--- src/rtl/pcecd_scsi_target.sv ---
// PC Engine CD SCSI target phase engine.
// Sequences BUS_FREE -> COMMAND -> EXEC -> DATA_IN -> STATUS -> MESSAGE_IN -> BUS_FREE
// and runs the REQ/ACK handshake towards the initiator-side register front end.
// Command length comes from the opcode group. The host model supplies data, status and message.
module pcecd_scsi_target #(
    parameter int CMD_DEPTH = 12,
    parameter int CNT_W     = 16
) (
    input  logic                   i_clk,
    input  logic                   i_rst,
    input  logic                   i_sel,
    input  logic                   i_ack,
    input  logic                   i_bus_rst,
    input  logic [7:0]             i_db,
    output logic [7:0]             o_db,
    output logic                   o_bsy,
    output logic                   o_req,
    output logic                   o_msg,
    output logic                   o_cd,
    output logic                   o_io,
    output logic [2:0]             o_phase,
    output logic                   o_cmd_valid,
    input  logic                   i_cmd_ready,
    output logic [CMD_DEPTH*8-1:0] o_cmd_data,
    output logic [3:0]             o_cmd_len,
    input  logic                   i_din_valid,
    input  logic [7:0]             i_din_data,
    output logic                   o_din_ready,
    input  logic                   i_status_valid,
    input  logic [7:0]             i_status,
    input  logic [7:0]             i_message,
    output logic [CNT_W-1:0]       o_din_count,
    output logic                   o_irq_ready,
    output logic                   o_irq_done
);

    typedef enum logic [2:0] {
        PH_FREE = 3'd0,
        PH_CMD  = 3'd1,
        PH_EXEC = 3'd2,
        PH_DIN  = 3'd3,
        PH_STAT = 3'd4,
        PH_MSG  = 3'd5
    } phase_e;

    // Command length from opcode group (bits 7:5).
    function automatic logic [3:0] decode_len(input logic [7:0] op);
        case (op[7:5])
            3'd0:       decode_len = 4'd6;
            3'd1, 3'd2: decode_len = 4'd10;
            3'd5:       decode_len = 4'd12;
            default:    decode_len = 4'd6;
        endcase
    endfunction

    // Target bus signals for a phase, packed as {bsy, msg, cd, io}.
    function automatic logic [3:0] bus_of(input phase_e ph);
        case (ph)
            PH_FREE: bus_of = 4'b0000;
            PH_CMD:  bus_of = 4'b1010;
            PH_EXEC: bus_of = 4'b1000;
            PH_DIN:  bus_of = 4'b1001;
            PH_STAT: bus_of = 4'b1011;
            PH_MSG:  bus_of = 4'b1111;
            default: bus_of = 4'b0000;
        endcase
    endfunction

    phase_e                 phase_r, phase_nx_s;
    logic                   rst_s;
    logic                   req_r, req_nx_s;
    logic                   wait_r, wait_nx_s;       // REQ has fallen, waiting for ACK release
    logic [3:0]             pos_r, pos_nx_s;
    logic [3:0]             len_r, len_nx_s;
    logic [CMD_DEPTH*8-1:0] cmd_data_r, cmd_data_nx_s;
    logic                   cmd_valid_r, cmd_valid_nx_s;
    logic [CNT_W-1:0]       cnt_r, cnt_nx_s;
    logic [7:0]             stat_r, stat_nx_s;
    logic [7:0]             msg_r, msg_nx_s;
    logic [7:0]             db_r, db_nx_s;
    logic                   din_ready_nx_s, din_ready_r;
    logic                   irq_ready_nx_s, irq_ready_r;
    logic                   irq_done_nx_s, irq_done_r;
    logic [3:0]             bus_r;
    logic                   req_fall_s;
    logic                   idle_s;
    logic                   done_s;
    logic [3:0]             last_pos_s;

    assign rst_s      = i_rst | i_bus_rst;
    assign req_fall_s = req_r & i_ack;
    assign idle_s     = ~req_r & ~i_ack;
    assign done_s     = idle_s & wait_r;
    assign last_pos_s = len_r - 4'd1;

    // Phase state register.
    always_ff @(posedge i_clk) begin
        if (rst_s) begin
            phase_r <= PH_FREE;
        end else begin
            phase_r <= phase_nx_s;
        end
    end

    // Phase transitions.
    always_comb begin
        phase_nx_s = phase_r;
        case (phase_r)
            PH_FREE: begin
                if (i_sel && !i_ack) phase_nx_s = PH_CMD;
                else                 phase_nx_s = PH_FREE;
            end
            PH_CMD: begin
                if (done_s && (pos_r == last_pos_s)) phase_nx_s = PH_EXEC;
                else                                 phase_nx_s = PH_CMD;
            end
            PH_EXEC: begin
                if (cmd_valid_r && i_cmd_ready) phase_nx_s = PH_DIN;
                else                            phase_nx_s = PH_EXEC;
            end
            PH_DIN: begin
                // Data wins over status when both are offered.
                if (idle_s && !i_din_valid && i_status_valid) phase_nx_s = PH_STAT;
                else                                          phase_nx_s = PH_DIN;
            end
            PH_STAT: begin
                if (done_s) phase_nx_s = PH_MSG;
                else        phase_nx_s = PH_STAT;
            end
            PH_MSG: begin
                if (done_s) phase_nx_s = PH_FREE;
                else        phase_nx_s = PH_MSG;
            end
            default: phase_nx_s = PH_FREE;
        endcase
    end

    // Handshake, buffer, counter and pulse next values.
    always_comb begin
        req_nx_s       = req_r;
        wait_nx_s      = wait_r;
        pos_nx_s       = pos_r;
        len_nx_s       = len_r;
        cmd_data_nx_s  = cmd_data_r;
        cmd_valid_nx_s = cmd_valid_r;
        cnt_nx_s       = cnt_r;
        stat_nx_s      = stat_r;
        msg_nx_s       = msg_r;
        db_nx_s        = db_r;
        din_ready_nx_s = 1'b0;
        irq_ready_nx_s = 1'b0;
        irq_done_nx_s  = 1'b0;

        // ACK seen while REQ is high: drop REQ and wait for ACK release.
        if (req_fall_s) begin
            req_nx_s  = 1'b0;
            wait_nx_s = 1'b1;
        end else begin
            req_nx_s  = req_r;
        end

        case (phase_r)
            PH_FREE: begin
                if (i_sel && !i_ack) begin
                    req_nx_s      = 1'b1;
                    wait_nx_s     = 1'b0;
                    pos_nx_s      = 4'd0;
                    len_nx_s      = 4'd0;
                    cmd_data_nx_s = '0;
                    db_nx_s       = 8'd0;
                end else begin
                    req_nx_s      = 1'b0;
                end
            end
            PH_CMD: begin
                if (req_fall_s) begin
                    // Bytes past the buffer are handshaken but dropped.
                    for (int i = 0; i < CMD_DEPTH; i++) begin
                        if (int'(pos_r) == i) cmd_data_nx_s[i*8 +: 8] = i_db;
                        else                  cmd_data_nx_s[i*8 +: 8] = cmd_data_r[i*8 +: 8];
                    end
                    if (pos_r == 4'd0) len_nx_s = decode_len(i_db);
                    else               len_nx_s = len_r;
                end else if (done_s) begin
                    wait_nx_s = 1'b0;
                    if (pos_r == last_pos_s) begin
                        req_nx_s       = 1'b0;
                        cmd_valid_nx_s = 1'b1;
                    end else begin
                        pos_nx_s = pos_r + 4'd1;
                        req_nx_s = 1'b1;
                    end
                end else begin
                    pos_nx_s = pos_r;
                end
            end
            PH_EXEC: begin
                if (cmd_valid_r && i_cmd_ready) begin
                    cmd_valid_nx_s = 1'b0;
                    cnt_nx_s       = '0;
                end else begin
                    cmd_valid_nx_s = cmd_valid_r;
                end
            end
            PH_DIN: begin
                if (idle_s) begin
                    if (wait_r) begin
                        wait_nx_s = 1'b0;
                        if (&cnt_r) cnt_nx_s = cnt_r;
                        else        cnt_nx_s = cnt_r + {{(CNT_W-1){1'b0}}, 1'b1};
                    end else begin
                        wait_nx_s = 1'b0;
                    end
                    if (i_din_valid) begin
                        din_ready_nx_s = 1'b1;
                        db_nx_s        = i_din_data;
                        req_nx_s       = 1'b1;
                    end else if (i_status_valid) begin
                        irq_ready_nx_s = 1'b1;
                        stat_nx_s      = i_status;
                        msg_nx_s       = i_message;
                    end else begin
                        req_nx_s       = 1'b0;
                    end
                end else begin
                    db_nx_s = db_r;
                end
            end
            PH_STAT: begin
                if (idle_s) begin
                    if (wait_r) begin
                        wait_nx_s = 1'b0;
                    end else begin
                        db_nx_s  = stat_r;
                        req_nx_s = 1'b1;
                    end
                end else begin
                    db_nx_s = db_r;
                end
            end
            PH_MSG: begin
                if (idle_s) begin
                    if (wait_r) begin
                        wait_nx_s     = 1'b0;
                        irq_done_nx_s = 1'b1;
                    end else begin
                        db_nx_s  = msg_r;
                        req_nx_s = 1'b1;
                    end
                end else begin
                    db_nx_s = db_r;
                end
            end
            default: begin
                req_nx_s  = 1'b0;
                wait_nx_s = 1'b0;
            end
        endcase
    end

    // Registered datapath and bus outputs; either reset source clears everything.
    always_ff @(posedge i_clk) begin
        if (rst_s) begin
            req_r       <= 1'b0;
            wait_r      <= 1'b0;
            pos_r       <= 4'd0;
            len_r       <= 4'd0;
            cmd_data_r  <= '0;
            cmd_valid_r <= 1'b0;
            cnt_r       <= '0;
            stat_r      <= 8'd0;
            msg_r       <= 8'd0;
            db_r        <= 8'd0;
            din_ready_r <= 1'b0;
            irq_ready_r <= 1'b0;
            irq_done_r  <= 1'b0;
            bus_r       <= 4'd0;
        end else begin
            req_r       <= req_nx_s;
            wait_r      <= wait_nx_s;
            pos_r       <= pos_nx_s;
            len_r       <= len_nx_s;
            cmd_data_r  <= cmd_data_nx_s;
            cmd_valid_r <= cmd_valid_nx_s;
            cnt_r       <= cnt_nx_s;
            stat_r      <= stat_nx_s;
            msg_r       <= msg_nx_s;
            db_r        <= db_nx_s;
            din_ready_r <= din_ready_nx_s;
            irq_ready_r <= irq_ready_nx_s;
            irq_done_r  <= irq_done_nx_s;
            bus_r       <= bus_of(phase_nx_s);
        end
    end

    assign o_db        = db_r;
    assign o_req       = req_r;
    assign o_bsy       = bus_r[3];
    assign o_msg       = bus_r[2];
    assign o_cd        = bus_r[1];
    assign o_io        = bus_r[0];
    assign o_phase     = phase_r;
    assign o_cmd_valid = cmd_valid_r;
    assign o_cmd_data  = cmd_data_r;
    assign o_cmd_len   = len_r;
    assign o_din_ready = din_ready_r;
    assign o_din_count = cnt_r;
    assign o_irq_ready = irq_ready_r;
    assign o_irq_done  = irq_done_r;

endmodule
--- config.mk ---
export PLATFORM = sky130hd
export DESIGN_NAME = pcecd_scsi_target
export DESIGN_NICKNAME = d
export VERILOG_FILES = /design/src/rtl/pcecd_scsi_target.sv
export SDC_FILE = /design/constraint.sdc
export NUM_CORES = 1
export LEC_CHECK = 0
export CORE_UTILIZATION = 52
export DETAILED_ROUTE_END_ITERATION = 8
export PLACE_DENSITY = 0.94
export SLEW_MARGIN = 15
export SYNTH_ARGS = -nofsm -noshare
export SYNTH_HDL_FRONTEND = slang
export SYNTH_SLANG_ARGS = --single-unit
--- constraint.sdc ---
create_clock -name i_clk -period 6.76 [get_ports i_clk]
set_input_delay 1.352 -clock i_clk [delete_from_list [all_inputs] [get_ports i_clk]]
set_output_delay 1.352 -clock i_clk [all_outputs]
set_load 0.1 [all_outputs]
==> summary.txt <==
Final layout
  • Layout cells sized above 1: 6.22%
  • Filler cell count: 876
  • Util after Layout: 73.8%
  • Most common cell after layout, fill and taps aside: clkdlybuf4s50_1
  • Area grow syn2layout: 36.3%
  • Most frequent cells in the layout: 174 x clkdlybuf4s50_1, 156 x dfxtp_1, 89 x nand2_1
  • Antenna diodes: 0
  • Final net count: 935

Routing
  • Drt first pass iters: 5
  • Routed WL: 18800 um
  • Routed WL per cell: 17.6 um
  • Vias after detailed routing: 6052
  • DRC Markers: 0
  • Post-route ant nets: 0
  • DR iter-0 viols: 599
  • Vias per Instance: 5.67

Clocking
  • Clock-pin slew of the registers on the worst-case setup and hold paths: 60 ps
  • Clk buf depth: 2
  • # hold bufs at CTS: 0
  • Total CTS buffers: 17
  • H-tree Lvls: 4
  • Root Driver: clkbuf_16
  • CTS Sinks: 156
  • Setup Fix Bufs, Post-CTS: 0
  • Post-cts sizing count: 0
  • CTS tree: yes
  • Skew-Pair Late Insertion Delay: 420 ps

Worst setup path
  • WP data arrival: 2320 ps
  • Critical Path End Type: output pin
  • Startpoint types: flop
  • Critical Path RT: 5410 ps
  • Crit path max fanout: 34
  • Setup CP Type: reg -> out

Synth
  • Ys async rst share: 0%
  • Synth Register Bits: 156
  • Syn Nets: 790
  • Register area share after synthesis: 47.3%
  • Syn avg cell area: 8.89 sq um
  • Unique masters post-synth: 59
  • Synth warn: 0
  • Post-synth EDFFs: 0
  • Post-synthesis cell count: 743
  • Mapped Area: 6610 sq um
  • Most used DFF post-synth: dfxtp_1

STA
  • Final worst-path cycle share: 54.3%
  • Final Hold Fails: 0
  • RSZ-0062 raised after global routing: false
  • Setup TNS: 0 ps
  • Slew headroom: 31.0%
  • Final Skew: 4.80 ps
  • Slew @ Worst Pin: 1030 ps
  • Final Max Slew Viols: 0
  • F_max: 0.272 GHz
  • Final setup vio count: 0
  • Tmin final: 3670 ps

Global route
  • Initial antenna violation count: 0
  • Pin count of the biggest net entering global routing: 77
  • First-pass GRT wire length: 29200 um
  • Vias in the first global route: 5799
  • Grt ovf: 0
  • Overall Global Routing Usage: 28.6%

Power
  • Sequential power share: 44.2%
  • Switching share of power: 21.7%
  • Final Power: 2.09 mW
  • P per Cell Area: 232 nW/um^2
  • Logic pwr share: 5.9%
  • Clock power frac: 49.9%
  • P_int: 1.63 mW
  • Leak: 2.98 nW
  • Worst vdd rail ir drop: 0.202 mV
  • NetSw: 0.453 mW

Die
  • Die width: 115 um
  • Area of the die: 13200 sq um
  • Die height: 115 um
  • Core Rows: 40
  • CORE AREA: 12200 sq um
  • Io pins: 176
  • Starting Density: 54.1%

Job
  • Max Cap Viol: 0

Hold path
  • Hold WC Path Type: reg -> reg

Placed design
  • RD Place Congestion: 0.862
  • HPWL after DPL: 12200 um
  • IO buf count: 174

Status
  • Status: finished clean
[sequential cells by signal (all words and copies together), names as in the netlist]
| name | cells |
|---|---|
| o_cmd_len | 3 |
| o_cmd_data | 96 |
| pos_r | 4 |
| o_din_count | 16 |
| o_cmd_valid | 1 |
| o_req | 1 |
| o_irq_done | 1 |
| o_db | 8 |
| o_irq_ready | 1 |
| msg_r | 8 |
| wait_r | 1 |
| stat_r | 8 |
| bus_r | 4 |
| o_din_ready | 1 |
| o_phase | 3 |
[metal layers]
metal | vias to the layer above | part of all wire, % | GRT usage (%)
li1 | 2842 | - | -
met1 | 2865 | 40 | 33.2
met4 | 0 | 2.2 | 11.1
met3 | 40 | 9.4 | 8.68
met5 | - | 0 | 0
met2 | 305 | 49 | 49.7
[metrics by stage]
step                cell area, sq um  instances  hold WS (ps)  worst slack (ps)
detailed placement              8350       1037           448              2800
floorplan                       6610        743           436              3690
global placement                8350       1037           441              2900
global route                    9010       1068           472              3040
CTS                             9000       1068           455              3080
finish                          9010       1068           455              3090
[kinds of logic after synthesis]
logic type      synth area share (%)
mux                             11.5
xor+xnor                        1.69
simple gates                    22.2
other cells                   0.0568
compound gates                  11.6
buf+inv                         4.32
flops                           47.3
fa+ha+maj                       1.33
[cells in the mapped netlist, types with 2 or more instances]
| library cell | count | area share, % |
|---|---|---|
| dfxtp_1 | 156 | 47 |
| nand2_1 | 90 | 5.1 |
| nor2_1 | 87 | 4.9 |
| a21oi_1 | 78 | 5.9 |
| mux2i_1 | 76 | 12 |
| nand3_1 | 40 | 3.0 |
| clkbuf_1 | 32 | 1.8 |
| o21ai_0 | 22 | 1.7 |
| inv_1 | 14 | 0.80 |
| buf_2 | 11 | 0.83 |
| and3_1 | 10 | 0.95 |
| or3_1 | 10 | 0.95 |
| xnor2_1 | 10 | 1.3 |
| a22o_1 | 8 | 1.1 |
| and2_1 | 8 | 0.76 |
| nor3_1 | 8 | 0.61 |
| ha_1 | 7 | 1.3 |
| nor2_4 | 7 | 1.2 |
| buf_4 | 5 | 0.57 |
| nand2b_1 | 5 | 0.47 |
| nor2b_1 | 5 | 0.47 |
| o211ai_1 | 5 | 0.57 |
| and4_1 | 3 | 0.40 |
| nand4_1 | 3 | 0.28 |
| nor4_1 | 3 | 0.28 |
| o21ai_1 | 3 | 0.23 |
| a211oi_1 | 2 | 0.23 |
| a31oi_1 | 2 | 0.19 |
| nand3b_1 | 2 | 0.23 |
| nor3b_2 | 2 | 0.38 |
[power by group through the flow]
| stage | Sequential [mW] | Clock (mW) | Combinational, mW |
|---|---|---|---|
| after floorplan | 0.957 | 0 | 0.0647 |
| after global placement | 0.943 | 0 | 0.119 |
| after detailed placement | 0.943 | 0 | 0.120 |
| after CTS | 0.923 | 1.04 | 0.121 |
| after global routing | 0.922 | 1.09 | 0.128 |
| final | 0.923 | 1.04 | 0.123 |
[final timing paths]
check        depth (start not counted)  slack (ps)         end  startpoint
min                                  2         450    msg_r[5]    msg_r[5]
max                                  2        3090  o_phase[0]  o_phase[0]
min reg2reg                          2         450    msg_r[5]    msg_r[5]
max reg2reg                          7        3710    bus_r[1]  o_phase[1]
[cell type report]
cell class	instances	area, sq um	area share (%)
sequential	156	3120	34.7
tap	168	210	2.33
clock inverter	9	159	1.76
clock buffer	22	494	5.49
timing repair buffer	177	1760	19.6
inverter	14	52.6	0.583
multi-input combinational	522	3200	35.6
[worst max-delay path, cell delays in order (launching register included)]
cell and delay [ps]:
dfxtp_1 300, buf_4 370, clkdlybuf4s50_1 1220
Note: power is estimated with default switching activity, not from simulation.
